[src/rtl/pixel_frame_writer.sv]
// Camera capture into the picture BRAM: packs byte pairs into RGB444 pixels,
// writes them in raster order and flags done once a complete frame has been stored.
module pixel_frame_writer #(
    parameter int unsigned WIDTH  = 640,
    parameter int unsigned HEIGHT = 480
) (
    input  logic        clk,
    input  logic        rst_n,
    input  logic        arm,
    input  logic        vsync,
    input  logic        href,
    input  logic        byte_valid,
    input  logic [7:0]  cam_byte,
    output logic        pic_we,
    output logic [18:0] pic_memory_addr,
    output logic [11:0] pic_wdata,
    output logic        busy,
    output logic        done,
    output logic        overflow,
    output logic        short_frame
);

    localparam logic [18:0] NPIX = 19'(WIDTH * HEIGHT);

    typedef enum logic [2:0] {
        S_IDLE,
        S_WAIT_VS_HI,
        S_WAIT_VS_LO,
        S_CAPTURE,
        S_DONE
    } state_t;

    state_t      state_q, state_d;
    logic        vsync_q;
    logic        phase_q, phase_d;
    logic [3:0]  red_q, red_d;
    logic [18:0] count_q, count_d;
    logic        we_q, we_d;
    logic [18:0] addr_q, addr_d;
    logic [11:0] data_q, data_d;
    logic        ovf_q, ovf_d;
    logic        short_q, short_d;
    logic        vs_rise;

    assign vs_rise = vsync && !vsync_q;

    always_ff @(posedge clk) begin
        if (!rst_n) begin
            state_q <= S_IDLE;
            vsync_q <= 1'b0;
            phase_q <= 1'b0;
            red_q   <= '0;
            count_q <= '0;
            we_q    <= 1'b0;
            addr_q  <= '0;
            data_q  <= '0;
            ovf_q   <= 1'b0;
            short_q <= 1'b0;
        end else begin
            state_q <= state_d;
            vsync_q <= vsync;
            phase_q <= phase_d;
            red_q   <= red_d;
            count_q <= count_d;
            we_q    <= we_d;
            addr_q  <= addr_d;
            data_q  <= data_d;
            ovf_q   <= ovf_d;
            short_q <= short_d;
        end
    end

    always_comb begin
        state_d = state_q;
        phase_d = phase_q;
        red_d   = red_q;
        count_d = count_q;
        we_d    = 1'b0;
        addr_d  = addr_q;
        data_d  = data_q;
        ovf_d   = ovf_q;
        short_d = short_q;

        unique case (state_q)
            S_IDLE: begin
                if (arm) state_d = S_WAIT_VS_HI;
            end
            // Waiting for blanking first skips any frame already in flight.
            S_WAIT_VS_HI: begin
                if (vsync) state_d = S_WAIT_VS_LO;
            end
            S_WAIT_VS_LO: begin
                if (!vsync) begin
                    state_d = S_CAPTURE;
                    count_d = '0;
                    phase_d = 1'b0;
                    ovf_d   = 1'b0;
                    short_d = 1'b0;
                end
            end
            S_CAPTURE: begin
                if (vs_rise) begin
                    // A half-received pixel at frame end is discarded.
                    state_d = S_DONE;
                    phase_d = 1'b0;
                    short_d = (count_q < NPIX);
                end else if (!href) begin
                    phase_d = 1'b0;
                end else if (byte_valid) begin
                    if (!phase_q) begin
                        red_d   = cam_byte[3:0];
                        phase_d = 1'b1;
                    end else begin
                        data_d  = {red_q, cam_byte};
                        addr_d  = count_q;
                        phase_d = 1'b0;
                        if (count_q < NPIX) begin
                            we_d    = 1'b1;
                            count_d = count_q + 19'd1;
                        end else begin
                            ovf_d = 1'b1;
                        end
                    end
                end
            end
            S_DONE: begin
                if (arm) state_d = S_WAIT_VS_HI;
            end
            default: state_d = S_IDLE;
        endcase
    end

    assign pic_we          = we_q;
    assign pic_memory_addr = addr_q;
    assign pic_wdata       = data_q;
    assign busy            = (state_q == S_WAIT_VS_HI) || (state_q == S_WAIT_VS_LO) ||
                             (state_q == S_CAPTURE);
    assign done            = (state_q == S_DONE);
    assign overflow        = ovf_q;
    assign short_frame     = short_q;

endmodule

[config.mk]
export PLATFORM = sky130hd
export DESIGN_NAME = pixel_frame_writer
export DESIGN_NICKNAME = d
export VERILOG_FILES = /design/src/rtl/pixel_frame_writer.sv
export SDC_FILE = /design/constraint.sdc
export NUM_CORES = 1
export LEC_CHECK = 0
export CORE_ASPECT_RATIO = 0.9
export CORE_MARGIN = 2
export CORE_UTILIZATION = 50
export CTS_CLUSTER_SIZE = 25
export DETAILED_ROUTE_END_ITERATION = 8
export GPL_TIMING_DRIVEN = 0
export PLACE_DENSITY_LB_ADDON = 0.2
export SYNTH_ARGS = -nofsm -noshare
export SYNTH_HDL_FRONTEND = slang
export SYNTH_SLANG_ARGS = --single-unit
[constraint.sdc]
create_clock -name clk -period 1.99 [get_ports clk]
set_clock_uncertainty 0.05 [all_clocks]
set_input_delay 0.2985 -clock clk [delete_from_list [all_inputs] [get_ports clk]]
set_output_delay 0.2985 -clock clk [all_outputs]
set_load 0.005 [all_outputs]
==> run metrics <==
die area 0.00599 mm^2; biggest fanout along the worst timing path 10; count of input and output buffers 48; global route overflow 0; count of maximum capacitance violations 0; total number of placement rows 25; buffers from clock root to sink, at most 2; kind of end point of the critical path output pin; setup total negative slack 0 ns; antenna diode count 0; effective utilization at floorplan 0.516; sequence of cells on the critical path clkbuf_8 > nor2_4 > and2_4 > clkdlybuf4s50_1; clock tree from TritonCTS built; clock sinks 62; flip-flop and latch count after synthesis 62; met1 track demand over resource in global routing 0.325; total number of yosys warnings 0; total number of H-tree levels 3; synthesized area per cell 8.26 um^2; Slowest-stage cell, CP sky130_fd_sc_hd__clkdlybuf4s50_1; height of the chip 73.6 um; count of mapped cells out of synthesis 326; root buffer selected by CTS sky130_fd_sc_hd__clkbuf_8; number of max-slew violations in the final report 0; final hold violation count 0; wire length per cell 14.7 um; power per unit of standard cell area 650 mW/mm^2; share of cells above drive strength 1 0.105; endpoint required time on the critical path 1.64 ns; total power 0.00230 W; post-detailed-placement half-perimeter wirelength 4470 um; proportion of synthesized area in mux cells 0.0149; depth of the worst register-to-register path 8; syn_nets 341; Num CTS Buffers 9; fraction of the cycle the final worst path needs 0.970; xor and xnor area share after synthesis 0; Leakage Power 1.26 nW; post-route minimum period 1.93 ns; number of DRC markers after the initial detailed-route iteration 256; Worst-Skew Late Latency 0.34 ns; vias per cell 5.71; area fraction in compound gates after synthesis 0.214; clock-pin slew of the registers on the worst-case setup and hold paths 0.06 ns; number of flops mapped to enable cells by yosys 0; drt drc 0; count of vias placed by the detailed router 2613; Worst Setup Start Kind flop; main combinational cell family by area after synthesis simple AND/OR/NAND/NOR gates; fraction of registers with async set/reset 0; biggest area contributors in the synthesized netlist sky130_fd_sc_hd__dfxtp_1, sky130_fd_sc_hd__nand2_1, sky130_fd_sc_hd__a21oi_1; type of the most critical hold path primary input to flop; number of cells on the worst hold path 2; IO Pins 50; maximum clock frequency 518 MHz; layer carrying the most global-route usage met2; total routed wirelength 6730 um; Simple-Gate Fraction of Synth Area 0.258; post-synth design cell area 0.00269 mm^2; distinct cell type count after synthesis 49; delay of the slowest cell on the worst path 0.49 ns; sequential share of the synthesized area 0.461; final core area utilization 0.677; dominant register cell in the synthesized netlist sky130_fd_sc_hd__dfxtp_1; number of global-route vias before repair 2378; remaining antenna violation count after routing 0; slew of the pin with the lowest slew margin 0.707 ns; worst setup path class flop to output pin; outcome finished, final reports clean; Placeable Area 0.00522 mm^2; synthesis-to-layout area growth 31.2%; total track usage 0.246; Worst Path Arrival 1.58 ns; cell type with the highest aggregate area in the netlist sky130_fd_sc_hd__dfxtp_1; met3 track demand over resource in global routing 0.0835; maximum vdd ir drop 0.466 mV; post-synthesis share of cell area spent on full adders, half adders and majority gates 0.00464; final setup violating endpoints 0; pre-CTS setup slack -0.653 ns; Placer Congestion 0.870; minimum setup slack in the final design 0.0604 ns; antenna violations before repair 0; first-pass GRT wire length 11200 um; area share of the largest cell type after synthesis 0.461; die boundary width 81.4 um; nets@finish 403; count of TritonRoute iterations in the first routing pass 4; maximum number of pins on one net before global-route repair 11; met2 Use GR 0.380; Max-Slew Margin vs Limit 0.528
cell families after synthesis:
logic type	count (synthesis)
AO/OA/AOI/OAI	89
adder cells (fa/ha/maj)	1
buffers and inverters	28
flip-flops	62
multiplexers	4
AND/OR/NAND/NOR	142
synthesized netlist by cell type (2+ instances only):
cell / instances
sky130_fd_sc_hd__a211oi_1: 2
sky130_fd_sc_hd__a21oi_1: 44
sky130_fd_sc_hd__a311oi_1: 3
sky130_fd_sc_hd__a31oi_1: 5
sky130_fd_sc_hd__a41o_1: 3
sky130_fd_sc_hd__a41oi_1: 5
sky130_fd_sc_hd__and2_1: 4
sky130_fd_sc_hd__and3_1: 6
sky130_fd_sc_hd__and3b_1: 2
sky130_fd_sc_hd__and4_1: 2
sky130_fd_sc_hd__buf_2: 3
sky130_fd_sc_hd__buf_6: 2
sky130_fd_sc_hd__clkbuf_1: 15
sky130_fd_sc_hd__dfxtp_1: 62
sky130_fd_sc_hd__inv_1: 6
sky130_fd_sc_hd__mux2i_1: 4
sky130_fd_sc_hd__nand2_1: 76
sky130_fd_sc_hd__nand2b_1: 3
sky130_fd_sc_hd__nand3_1: 6
sky130_fd_sc_hd__nand4_1: 8
sky130_fd_sc_hd__nor2_1: 13
sky130_fd_sc_hd__nor2b_1: 5
sky130_fd_sc_hd__nor3_1: 7
sky130_fd_sc_hd__o211ai_1: 3
sky130_fd_sc_hd__o21a_1: 4
sky130_fd_sc_hd__o21ai_0: 6
sky130_fd_sc_hd__o22ai_1: 2
sky130_fd_sc_hd__or3_1: 3
sky130_fd_sc_hd__or4_1: 2
final timing paths:
| kind | startpoint | end | slack (ns) |
|---|---|---|---|
| worst min-delay path | rst_n | count_q[3] | 0.37 |
| worst min register to register | pic_memory_addr[8] | pic_memory_addr[8] | 0.40 |
| worst max-delay path | state_q[0] | done | 0.06 |
| worst max register to register | state_q[2] | count_q[3] | 0.07 |
placed cells by master, fill, tap and decap left out, drive strengths merged, types with 2 or more instances in the layout:
cell / count
nand2: 76
dfxtp: 62
clkdlybuf4s50: 47
a21oi: 44
clkbuf: 26
nor2: 13
buf: 10
nand4: 8
inv: 7
o21ai: 7
nor3: 7
and3: 6
nand3: 6
nor2b: 5
a41oi: 5
a31oi: 5
o21a: 4
mux2i: 4
and2: 4
o211ai: 4
a41o: 3
nand2b: 3
a311oi: 3
or3: 3
and3b: 2
and4: 2
or4: 2
o22ai: 2
a211oi: 2
clkinv: 2
o31ai: 2
worst max-delay path: cells and delay by family (launching register included):
family	cells	cell delay, ns
buf+inv	2	0.65
flops	1	0.34
simple gates	2	0.25
stage by stage:
stage	std cells	cell area (um^2)	hold slack [ns]
after floorplan	326	2690	0.370
after global placement	441	3260	0.392
after detailed placement	441	3260	0.397
after CTS	458	3490	0.361
after global routing	458	3530	0.402
final	458	3530	0.373
power breakdown:
part | switching, W | internal, W
sequential | 0.00000768 | 0.00125
clock | 0.000445 | 0.000468
combinational | 0.0000716 | 0.0000592
registers in the layout, indices dropped and copies added (netlist names):
name,count
pic_we,1
overflow,1
vsync_q,1
state_q,3
short_frame,1
pic_wdata,12
phase_q,1
pic_memory_addr,19
red_q,4
count_q,19
what timing repair did:
action,in CTS,in global routing
setup buffers,3,0
cloned,1,0
resized for setup,13,19
hold buffers,0,0
endpoints found under the hold margin,0,0
endpoints found under the setup margin,47,43
pin swaps,0,3
final cells by class:
cell class	instances	area (um^2)
clock buffers	12	145
plain buffers	20	126
fillers	447	1690
flip-flops and latches	62	1240
clock inverters	2	10.0
well taps	67	83.8
inverters	7	26.3
repair buffers	52	523
multi-input cells	236	1380
per-layer routing:
layer | up-vias | wire (um) | share of wire
li1 | 1284 | - | -
met2 | 79 | 3170 | 0.47
met5 | - | 0 | 0
met4 | 0 | 67 | 0.010
met3 | 9 | 395 | 0.059
met1 | 1241 | 3100 | 0.46
Power figures use the tool's default switching activity.
